==> src/rtl/beacon_tile_sequencer.sv <==
// Tile enable sequencer: synchronizes and debounces per-tile switches, then staggers enables.
// Optional per-tile on-time limit is built when PHOTON_SEQ_MAXON_EN is defined.
module beacon_tile_sequencer #(
  parameter int TILE_COUNT      = 4,
  parameter int DEBOUNCE_CYCLES = 1_000_000,
  parameter int STAGGER_CYCLES  = 2_000_000,
  parameter int MAXON_CYCLES    = 2_000_000_000
) (
  input  logic                            clk,
  input  logic                            rst,
  input  logic [TILE_COUNT-1:0]           sw_in,
  input  logic                            force_off,
  output logic [TILE_COUNT-1:0]           tile_en,
  output logic                            busy,
  output logic [$clog2(TILE_COUNT+1)-1:0] active_count,
  output logic [TILE_COUNT-1:0]           tile_fault
);

  localparam int CNT_W = $clog2(TILE_COUNT + 1);
  localparam int DB_W  = $clog2(DEBOUNCE_CYCLES + 1);
  localparam int GAP_W = $clog2(STAGGER_CYCLES + 1);

  localparam logic [DB_W-1:0]  DB_ONE   = DB_W'(1);
  localparam logic [DB_W-1:0]  DB_LAST  = DB_W'(DEBOUNCE_CYCLES - 1);
  localparam logic [GAP_W-1:0] GAP_ONE  = GAP_W'(1);
  localparam logic [GAP_W-1:0] GAP_LOAD = GAP_W'(STAGGER_CYCLES - 1);

  typedef enum logic {
    IDLE = 1'b0,
    GAP  = 1'b1
  } state_t;

  logic [TILE_COUNT-1:0] sync1_q, sync1_d, sync2_q, sync2_d;
  logic [TILE_COUNT-1:0] sw_db_q, sw_db_d;
  logic [DB_W-1:0]       db_cnt_q [TILE_COUNT];
  logic [DB_W-1:0]       db_cnt_d [TILE_COUNT];
  state_t                state_q, state_d;
  logic [GAP_W-1:0]      gap_q, gap_d;
  logic [TILE_COUNT-1:0] tile_en_q, tile_en_d;
  logic [CNT_W-1:0]      active_count_q, active_count_d;
  logic                  busy_q, busy_d;

  logic [TILE_COUNT-1:0] fault_vec, fault_set;
  logic [TILE_COUNT-1:0] req, pending, lowest, grant;

  function automatic logic [CNT_W-1:0] popcount(input logic [TILE_COUNT-1:0] v);
    logic [CNT_W-1:0] n;
    n = '0;
    for (int i = 0; i < TILE_COUNT; i++) n += CNT_W'(v[i]);
    return n;
  endfunction

  // NOTE: every always_comb output gets a default first so no path infers a latch.
  always_comb begin
    sync1_d  = sw_in;
    sync2_d  = sync1_q;
    sw_db_d  = sw_db_q;
    db_cnt_d = db_cnt_q;
    for (int i = 0; i < TILE_COUNT; i++) begin
      if (sync2_q[i] != sw_db_q[i]) begin
        if (db_cnt_q[i] == DB_LAST) begin
          sw_db_d[i]  = sync2_q[i];
          db_cnt_d[i] = '0;
        end else begin
          db_cnt_d[i] = db_cnt_q[i] + DB_ONE;
        end
      end else begin
        db_cnt_d[i] = '0;
      end
    end
  end

  assign req     = sw_db_q & ~fault_vec & {TILE_COUNT{~force_off}};
  assign pending = req & ~tile_en_q;
  // Isolates the lowest set bit of pending.
  assign lowest  = pending & (~pending + TILE_COUNT'(1));

  always_comb begin
    state_d = state_q;
    gap_d   = gap_q;
    grant   = '0;
    if (force_off) begin
      state_d = IDLE;
      gap_d   = '0;
    end else begin
      case (state_q)
        IDLE: begin
          if (|pending) begin
            grant   = lowest;
            gap_d   = GAP_LOAD;
            state_d = GAP;
          end
        end
        GAP: begin
          if (gap_q != '0) begin
            gap_d = gap_q - GAP_ONE;
          end else if (|pending) begin
            grant = lowest;
            gap_d = GAP_LOAD;
          end else begin
            state_d = IDLE;
          end
        end
        default: state_d = IDLE;
      endcase
    end

    // Dropped requests clear at once, independent of the stagger gap.
    tile_en_d      = (tile_en_q & req & ~fault_set) | grant;
    active_count_d = popcount(tile_en_d);
    busy_d         = (state_q == GAP) || (|pending);
  end

  // NOTE: sequential state uses non-blocking assignments so every flop samples pre-edge values.
  always_ff @(posedge clk or posedge rst) begin
    if (rst) begin
      sync1_q        <= '0;
      sync2_q        <= '0;
      sw_db_q        <= '0;
      // NOTE: the counter arrays are small flop banks, not RAM, so resetting them is cheap and required.
      for (int i = 0; i < TILE_COUNT; i++) db_cnt_q[i] <= '0;
      state_q        <= IDLE;
      gap_q          <= '0;
      tile_en_q      <= '0;
      active_count_q <= '0;
      busy_q         <= 1'b0;
    end else begin
      sync1_q        <= sync1_d;
      sync2_q        <= sync2_d;
      sw_db_q        <= sw_db_d;
      db_cnt_q       <= db_cnt_d;
      state_q        <= state_d;
      gap_q          <= gap_d;
      tile_en_q      <= tile_en_d;
      active_count_q <= active_count_d;
      busy_q         <= busy_d;
    end
  end

`ifdef PHOTON_SEQ_MAXON_EN
  localparam int ON_W = $clog2(MAXON_CYCLES + 1);
  localparam logic [ON_W-1:0] ON_ONE  = ON_W'(1);
  localparam logic [ON_W-1:0] ON_LAST = ON_W'(MAXON_CYCLES - 1);

  logic [ON_W-1:0]       on_cnt_q [TILE_COUNT];
  logic [ON_W-1:0]       on_cnt_d [TILE_COUNT];
  logic [TILE_COUNT-1:0] fault_q, fault_d;

  // A fault latches until the debounced switch is seen off.
  always_comb begin
    on_cnt_d  = on_cnt_q;
    fault_set = '0;
    fault_d   = fault_q;
    for (int i = 0; i < TILE_COUNT; i++) begin
      on_cnt_d[i]  = tile_en_q[i] ? on_cnt_q[i] + ON_ONE : '0;
      fault_set[i] = tile_en_q[i] && (on_cnt_q[i] == ON_LAST);
      fault_d[i]   = fault_set[i] | (fault_q[i] & sw_db_q[i]);
    end
  end

  always_ff @(posedge clk or posedge rst) begin
    if (rst) begin
      for (int i = 0; i < TILE_COUNT; i++) on_cnt_q[i] <= '0;
      fault_q <= '0;
    end else begin
      on_cnt_q <= on_cnt_d;
      fault_q  <= fault_d;
    end
  end

  assign fault_vec = fault_q;
`else
  logic maxon_unused;
  assign maxon_unused = (MAXON_CYCLES > 0);
  assign fault_set    = '0;
  assign fault_vec    = '0;
`endif

  assign tile_en      = tile_en_q;
  assign busy         = busy_q;
  assign active_count = active_count_q;
  assign tile_fault   = fault_vec;

endmodule

==> config.mk <==
export PLATFORM = sky130hd
export DESIGN_NAME = beacon_tile_sequencer
export DESIGN_NICKNAME = d
export VERILOG_FILES = /design/src/rtl/beacon_tile_sequencer.sv
export SDC_FILE = /design/constraint.sdc
export NUM_CORES = 1
export LEC_CHECK = 0
export ABC_AREA = 1
export BUFFER_PORTS_ARGS = -buffer_cell sky130_fd_sc_hd__buf_2
export CAP_MARGIN = 40
export CORE_UTILIZATION = 63
export CTS_CLUSTER_SIZE = 40
export DETAILED_ROUTE_END_ITERATION = 10
export PLACE_DENSITY = 0.78
export REMOVE_ABC_BUFFERS = 1
export SYNTH_ARGS = -nofsm -noshare
export SYNTH_HDL_FRONTEND = slang
export SYNTH_SLANG_ARGS = --single-unit
==> constraint.sdc <==
create_clock -name clk -period 4.99 [get_ports clk]
set_input_delay 0.499 -clock clk [delete_from_list [all_inputs] [get_ports clk]]
set_output_delay 0.499 -clock clk [all_outputs]
set_load 0.1 [all_outputs]
# Word level (Yosys, flattened, before mapping)
# Cells that the tools add are included.
[classes]
reduce_logical = 7
eq_ne = 8
bitwise_logic = 9
muxes = 20
addsub = 9
[ops]
columns = ["op", "n"]
rows = [
  ["$mux 20", 8],
  ["$add 20x1->20 const B", 4],
  ["$eq 20x20->1 const B", 4],
  ["$mux 21", 3],
  ["$pmux 21 s2", 1],
  ["$reduce_bool 21->1", 1],
  ["$sub 21x1->21 const B", 1],
  ["$and 4x4->4", 4],
  ["$mux 4", 3],
  ["$not 4->4", 2],
  ["$pmux 4 s2", 1],
  ["$reduce_and 2->1", 4],
  ["$add 4x1->4 const B", 1],
  ["$ne 1x1->1", 4],
  ["$or 4x4->4", 1],
  ["$reduce_or 4->1", 1],
  ["$add 2x1->3", 1],
  ["$add 3x1->3", 1],
  ["$mux 1", 3],
  ["$add 1x1->2", 1],
  ["$not 1->1", 2],
  ["$pmux 1 s2", 1],
  ["$logic_or 1x1->1", 1],
]
[word_totals]
output_inout_bits = 12
reg_bits = 122
input_bits = 7
word_cells = 68

# Depth between registers and ports, before layout
# Gate-level depths: netlist of the first run.
[depth]
depth_word = 14
depth_mapped = 14

# Least setup slack after synthesis of the first run
# Ideal clock, no wire load.
[synth_timing]
path_type = "register to register"
start = "reg tile_en_q[1], in the netlist tile_en[1]"
end = "reg active_count_q[1], in the netlist active_count[1]"
path_buffers = 0
required_ns = 4.864
path_slack_ns = 2.340
period_less_slack_ns = 2.650
path_stages_with_launch = 12
t_arrival_ns = 2.524
path_cell_list = "dfrtp_1 > inv_1 > nand3_4 > nand2_1 > inv_1 > nand3_1 > a21oi_2 > inv_1 > fa_1 > inv_1 > ha_1 > ha_1"
[synth_via]
word_cells_on_any_way = 15
[synth_rtl]
columns = ["item", "line", "rtl"]
rows = [
  ["start, declared", "39", "logic [TILE_COUNT-1:0] tile_en_q, tile_en_d;"],
  ["start signal, assigned", "134", "tile_en_q <= tile_en_d;"],
  ["$not 4->4 *", "74", "assign pending = req & ~tile_en_q;"],
  ["$and 4x4->4 *", "74", ""],
  ["$not 4->4", "76", "assign lowest = pending & (~pending + TILE_COUNT'(1));"],
  ["$add 4x1->4", "76", ""],
  ["$and 4x4->4", "76", ""],
  ["$mux 4 *", "88, 97", ""],
  ["$mux 4", "95", "if (gap_q != '0) begin"],
  ["$pmux 4 s2 *", "86", "case (state_q)"],
  ["$mux 4 *", "82", "if (force_off) begin"],
  ["$or 4x4->4 *", "109", "tile_en_d = (tile_en_q & req & ~fault_set) | grant;"],
  ["net tile_en_d[3]", "39", ""],
  ["$add 3x1->3 *", "49", "for (int i = 0; i < TILE_COUNT; i++) n += CNT_W'(v[i]);"],
  ["net active_count_d[1]", "40", "logic [CNT_W-1:0] active_count_q, active_count_d;"],
  ["end signal, assigned", "135", "active_count_q <= active_count_d;"],
  ["end, declared", "40", ""],
]
# The timed path passes the listed nets; every way through them passes the cells marked *.
# A chain may end at the register's enable or synchronous reset.

# Worst setup path in the final report of the first run
[layout_timing]
start = "reg gap_q[0]"
end = "reg active_count_q[1], in the netlist active_count[1]"
[layout_via]
word_cells_on_any_way = 8
[layout_rtl]
columns = ["item", "line", "rtl"]
rows = [
  ["start, declared", "38", "logic [GAP_W-1:0] gap_q, gap_d;"],
  ["start signal, assigned", "133", "gap_q <= gap_d;"],
  ["$reduce_bool 21->1", "95", ""],
  ["$mux 4", "95", ""],
  ["$pmux 4 s2", "86", ""],
  ["$mux 4", "82", ""],
  ["$or 4x4->4", "109", ""],
  ["net tile_en_d[3]", "39", ""],
  ["$add 3x1->3", "49", ""],
  ["net active_count_d[1]", "40", ""],
]
# The timed path passes the listed nets, and every way through them passes these cells.

==> out/qor.yml, run 1 <==
status:
  status: "finished clean"
sta:
  fin_crit_sh_pct: 55.6
  tns_ns: 0
  slew-limit-headroom_pct: 48.6
  drv_slew: 0
  finalClockSkew_ns: 0.00939
  fmax_ghz: 0.360
  timing.final.ws_setup_ns: 2.22
  fin_crit_ns: 2.77
  setup_viol: 0
  rsz0062_at_grt: "false"
  finalHoldViolations: 0
  worst_slew_pin_slew_ns: 0.771
global_route:
  grt_pass1_vias: 5005
  grt_pass1_wl_mm: 22.4
  grt.overflow.total: 0
  grt_max_degree: 63
  grt_antenna_before_repair: 0
  grt_use_total_pct: 27.6
worst_setup_path:
  startpoint_type: "register"
  max_stage_delay_ns: 0.48
  critical_path_peak_fanout: 18
  r2r_slack_ns: 2.22
  crit_slowest_cell: "fa_1"
  crit_family: "adder cells"
  arrival_ns: 3.19
  path_class: "register to register"
  end_kind: "register"
  path_cells: "inv_1, ha_1, nand2_2, nor2_4, nand3_4, nand2_4, nand3_1, a21oi_2, inv_1, fa_1, inv_1, ha_1, ha_1"
  cp_num_buf_inv: 3
  cp.required_ns: 5.40
final_layout:
  final_nets: 856
  syn_to_final_growth_pct: 11.4
  instances_no_fill: 987
  antennaDiodeCount: 0
  final_cell_mix: "nor2_1 (162), nand2_1 (139), dfrtp_1 (122)"
  fillCellCount: 745
  final_cell_area_sq_um: 7210
  final_common_cell: "nor2_1"
  drive_gt1_share_pct: 10.1
die:
  coreArea_sq_um: 9860
  die_x_um: 103
  io_pins: 19
  start_util_pct: 65.6
  die_y_um: 103
  row_count: 36
  dieArea_sq_um: 10700
synth:
  synth_edf_count: 0
  netlist.area_leader.share_pct: 47.1
  yosys-top-cells-area: "dfrtp_1 (47%), nor2_1 (9.4%), nand2_1 (8.1%), inv_1 (5.9%), nand3_1 (4.6%)"
  postSynthCellCount: 813
  yosys_warnings: 0
  synth.largest_area_cell: "dfrtp_1"
  syn_area_per_cell_sq_um: 7.96
  syn-cell-area_sq_um: 6470
  synth_flop_cell: "dfrtp_1"
  ys_ff_latch: 122
  async_flop_share_pct: 100
  ys_seq_area_share_pct: 47.1
  ys_types: 44
clocking:
  cts_tree: "built"
  cts_root_buf: "clkbuf_8"
  cts_buffer_depth: 2
  cts_inserted_buffers: 17
  clk_pin_slew_worst_paths_ns: 0.06
  clkLatencyLatePin_ns: 0.53
  post-cts-setup-buffers: 0
  cts_resized: 0
  clock_sink_count: 122
  hold_buffers: 0
  htree_levels: 4
route:
  wl_met2_mm: 6.58
  met3_length_um: 686
  via_count: 5343
  vias_per_cell: 5.41
  routed_wirelength_mm: 13.4
  drc: 0
  drtIter0Drc: 234
  wirelength_met1_mm: 5.95
  wl_per_cell_um: 13.6
  firstDrtPassIters: 5
  route.top_layer_used: "met4"
  ant_nets: 0
place:
  place_ws_ns: 2.15
  dp_hpwl_mm: 9.29
  place.gp.congestion: 0.890
  placedCellCount: 955
  dpl_cell_area_sq_um: 6660
  io_buffers: 14
power_and_ir_drop:
  leakagePower_nw: 3.37
  ir_drop_mv: 0.309
  powerDensity_nw_per_um2: 309
hold_path:
  hold_path.class: "primary input to register"
flow_run:
  maxCapViolations: 0
## kinds of logic (layout without fill, tap and decap cells)
group	Yosys count	count (layout)	share of synthesized area, %
AOI/OAI and AO/OA	81	81	6.74
xor gates and xnor gates	33	33	4.46
adders and majority gates	8	8	1.66
buffers and inverters	116	154	7.42
DFF	122	122	47.1
muxes	2	2	0.348
other	1	4	0.0579
and+or+nand+nor	450	450	32.2
## cell type report
class                           count  area, sq um  share of cell area, %
Tap cell                          133          166                   2.31
Multi-Input combinational cell    578         2950                   40.9
Inverter                          107          407                   5.64
Sequential cell                   122         3050                   42.3
Clock inverter                     15          144                   1.99
Timing Repair Buffer               15         77.6                   1.08
Clock buffer                       17          414                   5.74
## state kept, by name, summed over array words and instances (netlist names)
register and cells:
db_cnt_q 80, sw_db_q 4, tile_en 4, sync2_q 4
sync1_q 4, gap_q 21, state_q 1, active_count 3
busy 1
## through the flow
stage	utilization [%]	hold slack [ns]	power, W
after detailed placement	67.5	0.346	0.00110
after floorplan	-	0.331	0.00108
after global placement	67.5	0.332	0.00110
after CTS	73.1	0.0547	0.00225
final	73.1	0.0722	0.00223
after global routing	73.1	0.0583	0.00231
## path summary, 6_finish.rpt
kind                       startpoint  cells past startpoint              end
max                          gap_q[0]                     13  active_count[1]
min reg2reg                sync1_q[2]                      0       sync2_q[2]
max reg2reg                  gap_q[0]                     13  active_count[1]
max in group asynchronous         rst                      3     db_cnt_q[70]
min in group asynchronous         rst                      2     db_cnt_q[48]
min                          sw_in[0]                      1       sync1_q[0]
## synthesized netlist by cell type, types with 4 or more instances
| library cell | n |
|---|---|
| buf_4 | 4 |
| o21ai_1 | 5 |
| inv_2 | 4 |
| o21ai_0 | 22 |
| ha_1 | 7 |
| dfrtp_1 | 122 |
| nand2_1 | 139 |
| inv_1 | 101 |
| a31oi_1 | 4 |
| nand2_2 | 8 |
| nor3_1 | 35 |
| xor2_1 | 32 |
| nand4_1 | 17 |
| nand3_1 | 59 |
| nor2_2 | 4 |
| a21oi_1 | 41 |
| nor2_1 | 162 |
| nor3b_1 | 4 |
| nand3b_1 | 4 |
## where the power goes
part	leakage [nW]	switching [W]	total (W)	internal [W]
logic	1.43	0.0000590	0.0000721	0.0000131
clock network	0.262	0.000483	0.00115	0.000669
registers	1.68	0.00000865	0.00101	0.00100
total	3.37	0.000550	0.00223	0.00168
## per-layer routing
metal / global-route usage, % / vias up
met5: 0 / -
met4: 9.75 / 0
met3: 6.72 / 17
met2: 46.3 / 138
met1: 34.9 / 2531
li1: - / 2657
(Power assumes the default switching activity.)
==> inputs of run 2 (changes only) <==
- ABC_AREA: 1 -> 0
- CORE_UTILIZATION: 63 -> 56
- PLACE_DENSITY: 0.78 -> 0.74
- clock period: 4.99 -> 2.4 ns (I/O delays scaled with it)
==> run 2 against run 1 <==
Effect of this change:
- the run now ends with negative setup slack left
- largest cell class unchanged
- highest routed layer unchanged
- critical path type unchanged
- critical path depth fell by 4
- critical endpoint unchanged
- combinational power rose by 120%
- sequential cell count unchanged
==> out/qor.yml, run 2 <==
status:
  status: "complete, but fails checks"
  violations: "negative setup slack"
sta:
  whs_ns: 0.110  # +0.0380 ns
  timing.final.ws_setup_ns: -0.540  # -2.76 ns
  setup_viol: 3  # +3
  drv_slew: 0  # unchanged
  slew-limit-headroom_pct: 53.8  # +5.1 points
  rsz0062_at_grt: "true"
  finalClockSkew_ns: 0.00613  # -0.00326 ns
  fin_crit_ns: 2.94  # +0.166 ns
  fin_crit_sh_pct: 123  # +67 points
  fmax_ghz: 0.340  # -5.6%
  finalHoldViolations: 0  # unchanged
  worst_slew_pin_slew_ns: 0.688  # -0.0825 ns
worst_setup_path:
  critical_path_peak_fanout: 2  # -16
  startpoint_type: "register"
  path_class: "register to register"
  crit_start: "gap_q[15]"
  arrival_ns: 3.34  # +0.15 ns
  end_kind: "register"
  worstReg2RegStart: "gap_q[15]"
  cp.required_ns: 2.80  # -2.60 ns
  r2r-end: "active_count[1]"
  r2r_slack_ns: -0.54  # -2.76 ns
  reg2regPathDepth: 9  # -4
synth:
  synth_edf_count: 0  # unchanged
  ys_seq_area_share_pct: 51.2  # +4.0 points
  async_flop_share_pct: 100  # unchanged
  ys_ff_latch: 122  # unchanged
  syn-cell-area_sq_um: 5960  # -7.9%
  synth.most_common_cell: "dfrtp_1"
  yosys-top-cells-area: "dfrtp_1 (51%), nor2_1 (7.0%), xor2_1 (6.8%), xnor2_1 (4.7%), nand4_1 (2.4%)"
  postSynthCellCount: 599  # -26%
  synth.top_cells.by_count: "dfrtp_1 (122), nor2_1 (112), xor2_1 (46), nand2_1 (32), xnor2_1 (32)"
  synth_flop_cell: "dfrtp_1"
  ys_types: 56  # +27%
  netlist.area_leader.share_pct: 51.2  # +4.0 points
  synth.largest_area_cell: "dfrtp_1"
  syn_area_per_cell_sq_um: 9.96  # +25%
  yosys_warnings: 0  # unchanged
die:
  row_count: 37  # +2.8%
  coreArea_sq_um: 10300  # +4.7%
  dieArea_sq_um: 11100  # +3.5%
  die_y_um: 105  # +1.8%
  io_pins: 19  # unchanged
  start_util_pct: 57.8  # -7.9 points
  die_x_um: 105  # +1.8%
route:
  wl_per_cell_um: 15.5  # +15%
  vias_per_cell: 5.62  # +3.8%
  drc: 0  # unchanged
  via_count: 4556  # -15%
  drtIter0Drc: 286  # +22%
  firstDrtPassIters: 5  # unchanged
  routed_wirelength_mm: 12.6  # -5.8%
  ant_nets: 0  # unchanged
global_route:
  grt.overflow.total: 0  # unchanged
  grt_use_total_pct: 24.7  # -2.9 points
  grt_pass1_wl_mm: 21.5  # -4.3%
  grt_antenna_before_repair: 0  # unchanged
  grt_max_degree: 46  # -27%
  grt_pass1_vias: 4666  # -6.8%
clocking:
  cts_root_buf: "clkbuf_8"
  clkLatencyLatePin_ns: 0.51  # -0.02 ns
  cts_tree: "built"
  clk_pin_slew_worst_paths_ns: 0.06  # about the same
  cts_buffer_depth: 2  # unchanged
  htree_levels: 4  # unchanged
  clock_sink_count: 122  # unchanged
  cts_inserted_buffers: 17  # unchanged
power_and_ir_drop:
  power_switching_w: 0.00104  # +89%
  powerDensity_nw_per_um2: 649  # +110%
  clock_power_share_pct: 51.0  # -0.6 points
  ir_drop_mv: 0.575  # +86%
  leakagePower_nw: 3.33  # -1.2%
  power_frac_comb_pct: 3.5  # +0.3 points
  p_int_w: 0.00358  # +110%
  p_sw_share_pct: 22.5  # -2.2 points
  seqPwrFrac_pct: 45.5  # +0.3 points
hold_path:
  hold_depth: 2  # +1
  hold_path.class: "primary input to register"
  min_to: "tile_en[3]"
  hold_start: "force_off"
place:
  dp_hpwl_mm: 8.25  # -11%
  placedCellCount: 773  # -19%
  place.gp.congestion: 0.850  # -4.5%
  io_buffers: 14  # unchanged
final_layout:
  largest_registers: "db_cnt_q x80, gap_q x21"
  final_common_cell: "dfrtp_1"
  final_nets: 678  # -21%
  final_cell_mix: "dfrtp_1 (122), nor2_1 (112), xor2_1 (46)"
  drive_gt1_share_pct: 16.7  # +6.7 points
  antennaDiodeCount: 0  # unchanged
  max_flop_register: "db_cnt_q"
  instances_no_fill: 811  # -18%
  final_core_util_pct: 68.9  # -4.2 points
  syn_to_final_growth_pct: 19.3
  largest_register_ffs: 80  # unchanged
flow_run:
  maxCapViolations: 0  # unchanged
-- run 2: cell types whose count changed after synthesis, moves of 11 or more --
cell,change
nand2_1,-107
inv_1,-84
nor2_1,-50
nand3_1,-32
a21oi_1,-31
xnor2_1,+31
o21ai_0,-17
and3_1,+14
xor2_1,+14
nor4_1,+12
clkbuf_1,+11
nor3_1,-11
-- run 2: power by group through the flow --
stage / Combinational (W) / Clock (W) / Sequential (W)
after floorplan: 0.000110 / 0 / 0.00213
after global placement: 0.000151 / 0 / 0.00214
after detailed placement: 0.000156 / 0 / 0.00214
after CTS: 0.000165 / 0.00239 / 0.00210
after global routing: 0.000180 / 0.00249 / 0.00211
final: 0.000162 / 0.00236 / 0.00210
-- run 2: stage by stage --
stage / area, sq um / TNS [ns] / setup WS [ns] / total power [W]
2_1_floorplan: 5860 / -134.90 / -1.08 / 0.00224
3_3_place_gp: 6430 / -1.32 / -0.531 / 0.00229
3_5_place_dp: 6430 / -1.76 / -0.672 / 0.00229
4_1_cts: 7070 / -1.31 / -0.505 / 0.00465
5_1_grt: 7110 / -1.61 / -0.608 / 0.00477
6_report: 7110 / -1.41 / -0.540 / 0.00462
-- run 2: area by class of cell --
| cell class | instances | area [sq um] |
|---|---|---|
| flip-flops and latches | 122 | 3050 |
| clock buffers | 18 | 418 |
| well taps | 136 | 170 |
| multi-input cells | 442 | 2810 |
| fillers | 752 | 3210 |
| clock inverters | 13 | 130 |
| inverters | 17 | 66.3 |
| repair buffers | 63 | 467 |
-- run 2: logic make-up (layout without fill, tap and decap cells) --
| kind of cell | count (synthesis) | after routing | share of synthesized area [%] |
|---|---|---|---|
| and+or+nand+nor | 297 | 297 | 25.7 |
| DFF | 122 | 122 | 51.2 |
| xor gates and xnor gates | 78 | 78 | 11.5 |
| AOI/OAI and AO/OA | 51 | 51 | 6.02 |
| buffers and inverters | 38 | 111 | 3.02 |
| adders and majority gates | 8 | 8 | 1.80 |
| muxes | 4 | 4 | 0.755 |
| other | 1 | 4 | 0.0629 |
-- run 2: critical path, cell delays in order (launching register included) --
cell     delay (ns)
dfrtp_1        0.38
or3_4          0.40
or4_4          0.46
o21ai_4        0.20
a21oi_2        0.08
or3b_4         0.38
fa_1           0.52
inv_2          0.05
ha_4           0.16
ha_4           0.20
-- run 2: how the worst max path moves through the flow --
| stage | to | slack [ns] | cells past startpoint |
|---|---|---|---|
| 3_5_place_dp | active_count[1] | -0.67 | 11 |
| 2_1_floorplan | active_count[0] | -1.08 | 1 |
| 6_report | active_count[1] | -0.54 | 9 |
| 5_1_grt | active_count[1] | -0.61 | 9 |
| 4_1_cts | active_count[1] | -0.51 | 9 |
| 3_3_place_gp | active_count[1] | -0.53 | 9 |
-- run 2: repair_timing --
item,4_1_cts,5_1_grt
endpoints found under the hold margin,46,0
hold buffers,5,0
pin swaps,2,2
endpoints found under the setup margin,4,7
setup buffers,1,1
gates resized for setup,8,6
-- run 2: routing by layer --
layer	share of wire (%)	track usage, %
met1	44	31.4
met2	51	42.1
met3	4.3	6.24
met4	0.98	6.14
met5	0	0
